## src/rtl/usr_serial_word_receiver.sv

```systemverilog
// Serial-to-parallel receiver: rebuilds DATA_WIDTH-bit words from a qualified bit stream and
// presents them on a double-buffered valid/ready port. Define RX_TIMEOUT_EN to abort stalled frames.
//
// state   | meaning
// IDLE    | no frame in progress; waiting for a qualified start bit
// RECEIVE | frame in progress; accepting bits until the word is complete

module usr_serial_word_receiver #(
    parameter int DATA_WIDTH     = 16,
    parameter int TIMEOUT_CYCLES = 32
) (
    input  logic                          Clk_In,
    input  logic                          Reset_In,
    input  logic                          Rx_Start_In,
    input  logic                          Rx_Bit_Valid_In,
    input  logic                          Rx_Serial_Data_In,
    input  logic                          Rx_Direction_In,
    input  logic                          Data_Ready_In,
    input  logic                          Error_Clear_In,
    output logic [DATA_WIDTH-1:0]         Parallel_Data_Out,
    output logic                          Data_Valid_Out,
    output logic                          Busy_Out,
    output logic [$clog2(DATA_WIDTH):0]   Bit_Count_Out,
    output logic                          Overrun_Error_Out,
    output logic                          Timeout_Error_Out
);

    localparam int CW = $clog2(DATA_WIDTH) + 1;
    localparam logic [CW-1:0] LAST_COUNT = CW'(DATA_WIDTH);
    localparam logic [CW-1:0] ONE_COUNT  = CW'(1);

    typedef enum logic {
        IDLE    = 1'b0,
        RECEIVE = 1'b1
    } state_t;

    state_t                state, state_next;
    logic [DATA_WIDTH-1:0] sr, sr_next;
    logic [DATA_WIDTH-1:0] word_out, word_out_next;
    logic [DATA_WIDTH-1:0] shift_base, shifted;
    logic                  dir, dir_next, frame_dir;
    logic [CW-1:0]         count, count_next, count_inc;
    logic                  valid, valid_next;
    logic                  overrun, overrun_next, overrun_set;
    logic                  timeout, timeout_next;
    logic                  start_bit, complete;

`ifdef RX_TIMEOUT_EN
    localparam int IW = $clog2(TIMEOUT_CYCLES + 1);
    localparam logic [IW-1:0] IDLE_LIMIT = IW'(TIMEOUT_CYCLES);

    logic [IW-1:0] idle_cnt, idle_cnt_next, idle_inc;

    assign idle_inc = idle_cnt + IW'(1);
`else
    logic unused_timeout_cfg;

    assign unused_timeout_cfg = (TIMEOUT_CYCLES != 0);
`endif

    assign start_bit  = Rx_Start_In && Rx_Bit_Valid_In;
    assign frame_dir  = start_bit ? Rx_Direction_In : dir;
    // A start bit always shifts into a cleared register so a resync never leaks partial bits.
    assign shift_base = start_bit ? '0 : sr;
    assign shifted    = frame_dir ? {shift_base[DATA_WIDTH-2:0], Rx_Serial_Data_In}
                                  : {Rx_Serial_Data_In, shift_base[DATA_WIDTH-1:1]};
    assign count_inc  = start_bit ? ONE_COUNT : count + ONE_COUNT;
    assign complete   = (state == RECEIVE) && Rx_Bit_Valid_In && (count_inc == LAST_COUNT);

    always_comb begin
        state_next    = state;
        sr_next       = sr;
        dir_next      = dir;
        count_next    = count;
        word_out_next = word_out;
        valid_next    = valid;
        overrun_next  = overrun;
        overrun_set   = 1'b0;
        timeout_next  = 1'b0;
`ifdef RX_TIMEOUT_EN
        idle_cnt_next = '0;
`endif

        case (state)
            IDLE: begin
                if (start_bit) begin
                    dir_next   = Rx_Direction_In;
                    sr_next    = shifted;
                    count_next = ONE_COUNT;
                    state_next = RECEIVE;
                end
            end
            RECEIVE: begin
                if (Rx_Bit_Valid_In) begin
                    dir_next   = frame_dir;
                    sr_next    = shifted;
                    count_next = count_inc;
                    if (complete) begin
                        count_next = '0;
                        state_next = IDLE;
                    end
                end else begin
`ifdef RX_TIMEOUT_EN
                    idle_cnt_next = idle_inc;
                    if (idle_inc == IDLE_LIMIT) begin
                        idle_cnt_next = '0;
                        sr_next       = '0;
                        count_next    = '0;
                        timeout_next  = 1'b1;
                        state_next    = IDLE;
                    end
`endif
                end
            end
            default: begin
                state_next = IDLE;
            end
        endcase

        // Output buffer: a completed word loads if the slot is empty or draining this edge.
        if (complete) begin
            if (!valid || Data_Ready_In) begin
                word_out_next = shifted;
                valid_next    = 1'b1;
            end else begin
                overrun_set = 1'b1;
            end
        end else if (valid && Data_Ready_In) begin
            valid_next = 1'b0;
        end

        if (Error_Clear_In) begin
            overrun_next = 1'b0;
        end
        if (overrun_set) begin
            overrun_next = 1'b1;
        end
    end

    always_ff @(posedge Clk_In) begin
        if (Reset_In) begin
            state    <= IDLE;
            sr       <= '0;
            dir      <= 1'b0;
            count    <= '0;
            word_out <= '0;
            valid    <= 1'b0;
            overrun  <= 1'b0;
            timeout  <= 1'b0;
`ifdef RX_TIMEOUT_EN
            idle_cnt <= '0;
`endif
        end else begin
            state    <= state_next;
            sr       <= sr_next;
            dir      <= dir_next;
            count    <= count_next;
            word_out <= word_out_next;
            valid    <= valid_next;
            overrun  <= overrun_next;
            timeout  <= timeout_next;
`ifdef RX_TIMEOUT_EN
            idle_cnt <= idle_cnt_next;
`endif
        end
    end

    assign Parallel_Data_Out = word_out;
    assign Data_Valid_Out    = valid;
    assign Busy_Out          = (state == RECEIVE);
    assign Bit_Count_Out     = count;
    assign Overrun_Error_Out = overrun;
    assign Timeout_Error_Out = timeout;

endmodule

```

## config.mk

```make
export PLATFORM = sky130hd
export DESIGN_NAME = usr_serial_word_receiver
export DESIGN_NICKNAME = d
export VERILOG_FILES = /design/src/rtl/usr_serial_word_receiver.sv
export SDC_FILE = /design/constraint.sdc
export NUM_CORES = 1
export LEC_CHECK = 0
export ABC_AREA = 1
export CORE_MARGIN = 5
export CORE_UTILIZATION = 48
export CTS_BUF_LIST = sky130_fd_sc_hd__clkbuf_16
export CTS_CLUSTER_SIZE = 20
export DETAILED_ROUTE_END_ITERATION = 12
export HOLD_SLACK_MARGIN = 0.15
export PLACE_DENSITY_LB_ADDON = 0.3
export SLEW_MARGIN = 5
export SYNTH_ARGS = -nofsm -noshare
export SYNTH_HDL_FRONTEND = slang
export SYNTH_SLANG_ARGS = --single-unit
export TNS_END_PERCENT = 100
```

## constraint.sdc

```tcl
create_clock -name Clk_In -period 1.38 [get_ports Clk_In]
set_input_delay 0.276 -clock Clk_In [delete_from_list [all_inputs] [get_ports Clk_In]]
set_output_delay 0.276 -clock Clk_In [all_outputs]
set_load 0.02 [all_outputs]
```

==> results of run 1 <==
## through the flow
step | hold WS, ns | setup WS (ns) | util
6_report | 0.457 | -0.175 | 0.710
5_1_grt | 0.499 | -0.325 | 0.710
4_1_cts | 0.463 | -0.135 | 0.694
3_5_place_dp | 0.466 | -0.488 | 0.632
3_3_place_gp | 0.455 | -0.435 | 0.632
2_1_floorplan | 0.439 | -0.0768 | -
## synth_stat cells
library cell | number | share of area
sky130_fd_sc_hd__nand2_1 | 66 | 0.12
sky130_fd_sc_hd__nor2_1 | 55 | 0.10
sky130_fd_sc_hd__dfxtp_1 | 41 | 0.40
sky130_fd_sc_hd__inv_1 | 33 | 0.061
sky130_fd_sc_hd__a21oi_1 | 17 | 0.042
sky130_fd_sc_hd__nand3_1 | 15 | 0.037
sky130_fd_sc_hd__nand4_1 | 15 | 0.046
sky130_fd_sc_hd__o21ai_0 | 10 | 0.025
sky130_fd_sc_hd__o211ai_1 | 9 | 0.033
sky130_fd_sc_hd__buf_2 | 7 | 0.017
sky130_fd_sc_hd__clkbuf_1 | 6 | 0.011
sky130_fd_sc_hd__buf_4 | 3 | 0.011
sky130_fd_sc_hd__nor2_4 | 3 | 0.017
sky130_fd_sc_hd__or2_1 | 3 | 0.0092
sky130_fd_sc_hd__a211oi_1 | 2 | 0.0074
sky130_fd_sc_hd__inv_2 | 2 | 0.0037
sky130_fd_sc_hd__nand2_2 | 2 | 0.0062
sky130_fd_sc_hd__nand3_2 | 2 | 0.0099
sky130_fd_sc_hd__nor2_2 | 2 | 0.0062
sky130_fd_sc_hd__a31oi_1 | 1 | 0.0031
sky130_fd_sc_hd__buf_1 | 1 | 0.0018
sky130_fd_sc_hd__buf_6 | 1 | 0.0055
sky130_fd_sc_hd__clkinv_1 | 1 | 0.0018
sky130_fd_sc_hd__conb_1 | 1 | 0.0018
sky130_fd_sc_hd__ha_1 | 1 | 0.0062
sky130_fd_sc_hd__nand4_2 | 1 | 0.0062
sky130_fd_sc_hd__or2_2 | 1 | 0.0031
## what timing repair did
action / CTS / global route
endpoints found under the setup margin: 60 / 33
endpoints found under the hold margin: 0 / 0
buffers inserted: 1 / 2
cloned: 2 / 1
resized for setup: 47 / 18
pin swaps: 31 / 17
## final cells by class
class	count	area, um^2
clock buffer	6	150
clock inverter	1	5.00
fill	322	1180
inverter	36	139
multi-input combinational	207	1120
sequential	41	832
tap	50	62.6
timing repair buffer	62	558
timing repair inverter	1	7.51
## final timing paths
kind / start / end / cells past startpoint
setup / recovery: Bit_Count_Out[1] / Parallel_Data_Out[10] / 9
hold / removal: Parallel_Data_Out[9] / Parallel_Data_Out[9] / 2
setup reg to reg: Bit_Count_Out[1] / Parallel_Data_Out[10] / 9
hold reg to reg: Parallel_Data_Out[9] / Parallel_Data_Out[9] / 2
## state kept, by name (all words and copies together), names as in the netlist
signal / count
Parallel_Data_Out: 16
Overrun_Error_Out: 1
Busy_Out: 1
Bit_Count_Out: 5
sr: 16
Data_Valid_Out: 1
dir: 1
## per-layer routing
layer | vias up | share of wire | wire [um]
li1 | 1067 | - | -
met1 | 963 | 0.44 | 2460
met2 | 93 | 0.47 | 2650
met3 | 12 | 0.073 | 411
met4 | 0 | 0.022 | 123
met5 | - | 0 | 0
## where the power goes
group,total (W),internal (W),switching (W)
Combinational,0.000311,0.000126,0.000185
Clock,0.00121,0.000766,0.000448
Sequential,0.00123,0.00121,0.0000225
## critical path, delay by kind of cell (launching register included)
kind,cells,cell delay [ns]
simple gates,8,0.96
flops,1,0.35
fa+ha+maj,1,0.17
## cell families after synthesis
group	synth area share
buffers and inverters	0.113
flip-flops	0.404
other	0.00185
AO/OA/AOI/OAI	0.110
adder cells (fa/ha/maj)	0.00616
AND/OR/NAND/NOR	0.364
==> results summary, run 1 <==
The run finished, with violations left. The final reports fail on setup timing. The cell row count is 23.

In the routed layout, each cell is associated on average with a via count of 5.28. STA puts the critical path data required time at 1.60 ns. The layer flagged by global routing as most heavily used is met2. The post-route fraction of the period consumed by the critical path came out at 1.13. The total power draw came out at 0.00276 W. The total congestion overflow after global routing came out at 0. The highest fanout seen on the critical path is 6. The minimum clock period came out at 1.55 ns. The final-report max-slew violation count came out at 0. The total number of clock tree sinks came out at 41. The pin count of the biggest net entering global routing came out at 27. TritonCTS built the clock tree. The area of the core is 4060 um^2. The library cells used most frequently in the layout, excluding fill and tap cells, are 64 x sky130_fd_sc_hd__nand2_1, 47 x sky130_fd_sc_hd__nor2_1, 36 x sky130_fd_sc_hd__dfxtp_1. The static leakage power came out at 1.32 nW.

The first global-routing pass estimated 9360 um of wire. The number of buffers added by the clock tree synthesis step came out at 5. The number of cells produced by synthesis is 301. Once detailed placement completed, the half-perimeter wirelength came to roughly 3600 um. The clock slew seen by the registers of the worst setup and hold paths is 0.06 ns. The area of the die is 5630 um^2. The total number of vias is 2135. Clock skew on the completed layout was measured at 0.00626 ns. The worst-case IR drop observed on VDD is about 0.75 mV. The worst setup path is launched from a register. The largest stage delay on the critical path is 0.35 ns.

The min-delay analysis places its worst path in the category register to register. The kind of critical path is register to register. Port buffering added 31 buffers. The area after detailed placement is 2560 um^2. The sequential fraction of the synthesis area came out at 0.404. The number of H-tree levels came out at 2. The clock latency on the worst-skew pair is between 0.2 and 0.3 ns. The arrival time of data at the critical path endpoint came out at 1.78 ns. The final count of negative-setup-slack endpoints is 20. The met2 track demand over resource in global routing came out at 0.351. The areal power density over the cells came out at ~960 nW/um^2.

The setup slack of the worst register-to-register path came out at -0.17 ns. The largest individual stage delay along the critical path comes from the cell sky130_fd_sc_hd__dfxtp_4. The post-detailed-route wirelength per cell is 14.0 um. The net count after synthesis is 310.

In this run the count of I/O pins placed on the die edge is 33. The number of endpoints with negative hold slack in the final report came out at 0. In the global route stage, overall resource usage came out at 0.217.

After routing, the total negative slack on setup checks comes to -2.55 ns. The placed instance count is 391. The number of library cell types mapped by synthesis came out at 27. The global routing usage on met3 is 0.0374.

The antenna diode count is 0. After the flow finishes, the layout carries non-filler instances totaling 404. The achievable clock frequency came out at 643 MHz.

Setup repair after global routing could not meet its margin everywhere. For this configuration, the core starts out at a cell density of 0.500. The synthesized design contains 41 register bits. The worst setup margin is -0.175 ns.

In this run the clock root is driven by a sky130_fd_sc_hd__clkbuf_16. In this run the horizontal extent of the chip is 75.0 um. Walking the worst path, the cells encountered are ha_4, nand3_2, nand2_2, nand2_2, nor2_4, nand3_4, nor2_4, nor2_2, nor2_1. The via count of the first global-routing pass is 1974. The reported max-cap violation count came out at 0. The finished layout cell area came out at 2880 um^2. The wire length reported by the detailed router came out at 5650 um. The DRC violation count after routing came out at 0. The number of design-rule violations left by the first detailed-router iteration is 214.

The number of buffers on the longest clock path came out at 2. The number of warning messages in the yosys log is 0. The number of antenna violations at the first check in global routing came out at 0. The mapped cell area came out at 2030 um^2. The area growth from synthesis to layout is 41.8%. Dividing the synthesized area by the synthesized cell count gives between 6 and 7 um^2. After clock tree synthesis, the flow added hold-fix buffers numbering 0. The chip height came out at around 75 um. The library cell used most frequently in the layout, excluding fill and tap cells, is sky130_fd_sc_hd__nand2_1.

Routability-driven placement finished with a final weighted congestion of 0.838. The count of nets after finishing is 363. For this run, global-route usage on met1 was measured as 0.287. In this run the remaining antenna-violating nets after routing total 0. The number of detailed-route iterations in the first pass came out at 4. The proportion of layout cells with a drive suffix above 1 is 0.226. STA classifies the critical path endpoint as a register.
Power figures use the tool's default switching activity.
==> inputs of run 2 (changes only) <==
--- a/config.mk
+++ b/config.mk
@@ -13,7 +13,7 @@
 export DETAILED_ROUTE_END_ITERATION = 12
 export HOLD_SLACK_MARGIN = 0.15
 export PLACE_DENSITY_LB_ADDON = 0.3
-export SLEW_MARGIN = 5
+export SLEW_MARGIN = 20
 export SYNTH_ARGS = -nofsm -noshare
 export SYNTH_HDL_FRONTEND = slang
 export SYNTH_SLANG_ARGS = --single-unit
==> results of run 2 <==
The final DEF is identical to that of run 1; final timing and power are the same.
==> inputs of run 3 (changes only) <==
--- a/config.mk
+++ b/config.mk
@@ -13,7 +13,8 @@
 export DETAILED_ROUTE_END_ITERATION = 12
 export HOLD_SLACK_MARGIN = 0.15
 export PLACE_DENSITY_LB_ADDON = 0.3
-export SLEW_MARGIN = 20
+export SETUP_SLACK_MARGIN = 0.1
+export SLEW_MARGIN = 40
 export SYNTH_ARGS = -nofsm -noshare
 export SYNTH_HDL_FRONTEND = slang
 export SYNTH_SLANG_ARGS = --single-unit
==> constraint.sdc (replaced) <==
create_clock -name Clk_In -period 1.38 [get_ports Clk_In]
set_input_delay 0.276 -clock Clk_In [delete_from_list [all_inputs] [get_ports Clk_In]]
set_output_delay 0.276 -clock Clk_In [all_outputs]
set_load 0.005 [all_outputs]
==> results summary, run 3 (synthesis gave the netlist of run 1 again) <==
The achievable clock frequency came out at 645 MHz. The run finished, with violations left. The clock tree root driver cell is sky130_fd_sc_hd__clkbuf_16. The master of the slowest instance on the critical path is sky130_fd_sc_hd__dfxtp_4. After routing the design area is 3130 um^2. The hold-fix buffer count after cts came out at 0. The cell internal power dissipation is around 0.0020 W.

The antenna diode count is 0. On the worst path, the slowest cell contributes a delay of 0.35 ns. The static leakage power is 1.44 nW.

The global placer's final weighted congestion came out at 0.891. The highest fanout seen on the critical path came out at 6. The number of buffers on the longest clock path came out at 2. The placed wire-length estimate is 3640 um. The number of buffers added by the clock tree synthesis step is 5.

The area added between synthesis and finish is 54.3%. The capturing element type of the critical path is a register. The worst register-to-register path begins at Bit_Count_Out[0]. After clock tree synthesis, the clock-pin slew on the worst setup and hold paths is 0.06 ns. Buffers placed on the I/O ports in this run total 31. The global-route total usage across every layer came out at 0.217. The worst setup margin came out at -0.170 ns.

At the worst endpoint, the arrival time is 1.74 ns. The number of antenna violations at the first check in global routing came to 0. Across the VDD grid, the largest voltage drop is 0.647 mV. The cell row count came out at 23. The number of design-rule violations left by the first detailed-router iteration is a little under 200. The chip height came out at 75.0 um. The number of endpoints with negative hold slack in the final report came out at 0. The clock latency on the worst-skew pair came out at 0.29 ns. The starting density of the core is 0.500.

TritonCTS built the clock tree. The total number of clock tree sinks is 41. CTS built an H-tree with a depth of 2. The post-detailed-route count of antenna-violating nets is 0. The DRC violation count after routing came out at 0.

Setup repair after global routing could not meet its margin everywhere. The die covers 5630 um^2. The share of total power dissipated in combinational logic is 0.143.

The setup slack of the worst register-to-register path is -0.17 ns. The total congestion overflow after global routing is 0. The kind of critical path is register to register.

The final layout contains 378 nets. The net switching power figure is 0.000713 W. The total of fill cells in the finished design is 272. The pin count of the biggest net entering global routing came out at 26. The final reports fail on setup timing.

The worst clock skew on the final layout came out at 0.00839 ns. Power spread over the standard cell area amounts to 881 nW/um^2. The required time of the critical path is 1.57 ns. The count of pins on the block boundary is 33. The final-report max-slew violation count is 0. The share of total power consumed by net switching is 0.258. The chip width is around 75 um. Counting I/O delays and the setup requirement, the final critical path takes roughly 1.6 ns. Walking the worst path, the cells encountered are ha_4, inv_1, nand2_1, nand3_2, nand3_2, nor2_4, clkbuf_16, nand4_1, nand2_1, nor2_1. The via count of the first global-routing pass is 1990. The path type of the worst min-delay path is register to register. The number of detailed-route iterations in the first pass is 4. In the layout the commonest cells are 50 x sky130_fd_sc_hd__nor2_1, 47 x sky130_fd_sc_hd__nand2_1, 34 x sky130_fd_sc_hd__dfxtp_1. The count of buffering cells on the critical path with inverters included came out at 2. The gate family responsible for the most delay along the worst path is simple AND/OR/NAND/NOR gates.

The final count of negative-setup-slack endpoints is 33. The library cell used most frequently in the layout, excluding fill and tap cells, is sky130_fd_sc_hd__nor2_1. The reported max-cap violation count came out at 0. The wire length of the first global-routing pass is 9200 um. The average via count per standard cell came out at 5.42. The length in cells of the worst reg-to-reg path came out at 10.

The area after detailed placement is 2590 um^2. The destination of the worst register-to-register timing path is Parallel_Data_Out[1]. The most critical setup path has its startpoint at Bit_Count_Out[0]. The capture point of the worst path is Parallel_Data_Out[1]. The clock network power share is 0.412. The wire length reported by the detailed router came out at 6380 um. The post-detailed-route wirelength per cell came out at 15.2 um. The share of total power dissipated in sequential elements is 0.445. The floorplan step defined a core boundary enclosing 4060 um^2. The total number of vias came out at approximately 2300. The category of the worst setup path launch point is a register.

The worst hold margin came out at 0.458 ns. Counting buffers and inverters, the worst setup path is 10 cells deep. Of the cells placed in the final design, the portion with a size suffix greater than 1 is 0.327. The post-route fraction of the period consumed by the critical path came out at 1.12.
-- run 3: changes by cell type in the layout (fill, tap and decap cells not counted), moves of 3 or more --
cell and delta:
sky130_fd_sc_hd__nand2_1 -17, sky130_fd_sc_hd__nand2_2 +16, sky130_fd_sc_hd__a21oi_1 -10, sky130_fd_sc_hd__a21oi_2 +10, sky130_fd_sc_hd__buf_6 +8, sky130_fd_sc_hd__buf_4 +4
sky130_fd_sc_hd__nor2_2 -4, sky130_fd_sc_hd__buf_12 +3, sky130_fd_sc_hd__nand3_2 +3, sky130_fd_sc_hd__nand3_4 -3, sky130_fd_sc_hd__nor2_1 +3
-- run 3: worst min path at each step --
| stage | startpoint | end | slack (ns) | cells past startpoint |
|---|---|---|---|---|
| finish | Parallel_Data_Out[8] | Parallel_Data_Out[8] | 0.46 | 2 |
| global route | Parallel_Data_Out[8] | Parallel_Data_Out[8] | 0.47 | 2 |
| CTS | Overrun_Error_Out | Overrun_Error_Out | 0.46 | 2 |
| detailed placement | Overrun_Error_Out | Overrun_Error_Out | 0.46 | 2 |
| global placement | Parallel_Data_Out[12] | Parallel_Data_Out[12] | 0.45 | 2 |
| floorplan | Error_Clear_In | Overrun_Error_Out | 0.44 | 3 |
-- run 3: final cells by class --
class / count / area (um^2) / area share
clock buffers: 5 / 125 / 0.0399
clock inverters: 3 / 17.5 / 0.00559
inverters: 36 / 149 / 0.0475
multi-input cells: 206 / 1170 / 0.374
flip-flops and latches: 41 / 840 / 0.268
well taps: 50 / 62.6 / 0.0200
repair buffers: 78 / 759 / 0.242
repair inverters: 1 / 7.51 / 0.00240
-- run 3: metal layers --
| layer | share of wire | up-vias | global-route usage |
|---|---|---|---|
| li1 | - | 1098 | - |
| met1 | 0.41 | 1063 | 0.274 |
| met2 | 0.48 | 99 | 0.354 |
| met3 | 0.073 | 18 | 0.0574 |
| met4 | 0.028 | 0 | 0.0791 |
| met5 | 0 | - | 0 |
-- run 3: per-stage QoR --
stage	setup slack (ns)	setup TNS, ns	util	instances	power [W]
2_1_floorplan	0.00596	0	-	301	0.00142
3_3_place_gp	-0.498	-14.31	0.638	390	0.00154
3_5_place_dp	-0.538	-15.66	0.638	390	0.00154
4_1_cts	-0.0940	-0.998	0.722	413	0.00272
5_1_grt	-0.241	-5.10	0.772	420	0.00286
6_report	-0.170	-2.79	0.772	420	0.00276
-- run 3: timing repair --
| action | in CTS | in global routing |
|---|---|---|
| gates resized for setup | 61 | 39 |
| gates cloned | 2 | 1 |
| buffers inserted | 13 | 6 |
| pin swaps | 18 | 17 |
| endpoints found under the setup margin | 64 | 37 |
-- run 3: worst reg2reg max path: cells and delay by family, from the launching register on --
| kind | cells | cell delay (ns) |
|---|---|---|
| and+or+nand+nor | 7 | 0.69 |
| buffers and inverters | 2 | 0.24 |
| DFF | 1 | 0.35 |
| adders and majority gates | 1 | 0.19 |
-- run 3: power groups by stage --
stage	Sequential [W]	Combinational (W)	Clock [W]
5_1_grt	0.00123	0.000422	0.00121
6_report	0.00123	0.000396	0.00114
4_1_cts	0.00123	0.000347	0.00115
3_5_place_dp	0.00125	0.000284	0
3_3_place_gp	0.00125	0.000281	0
2_1_floorplan	0.00125	0.000167	0
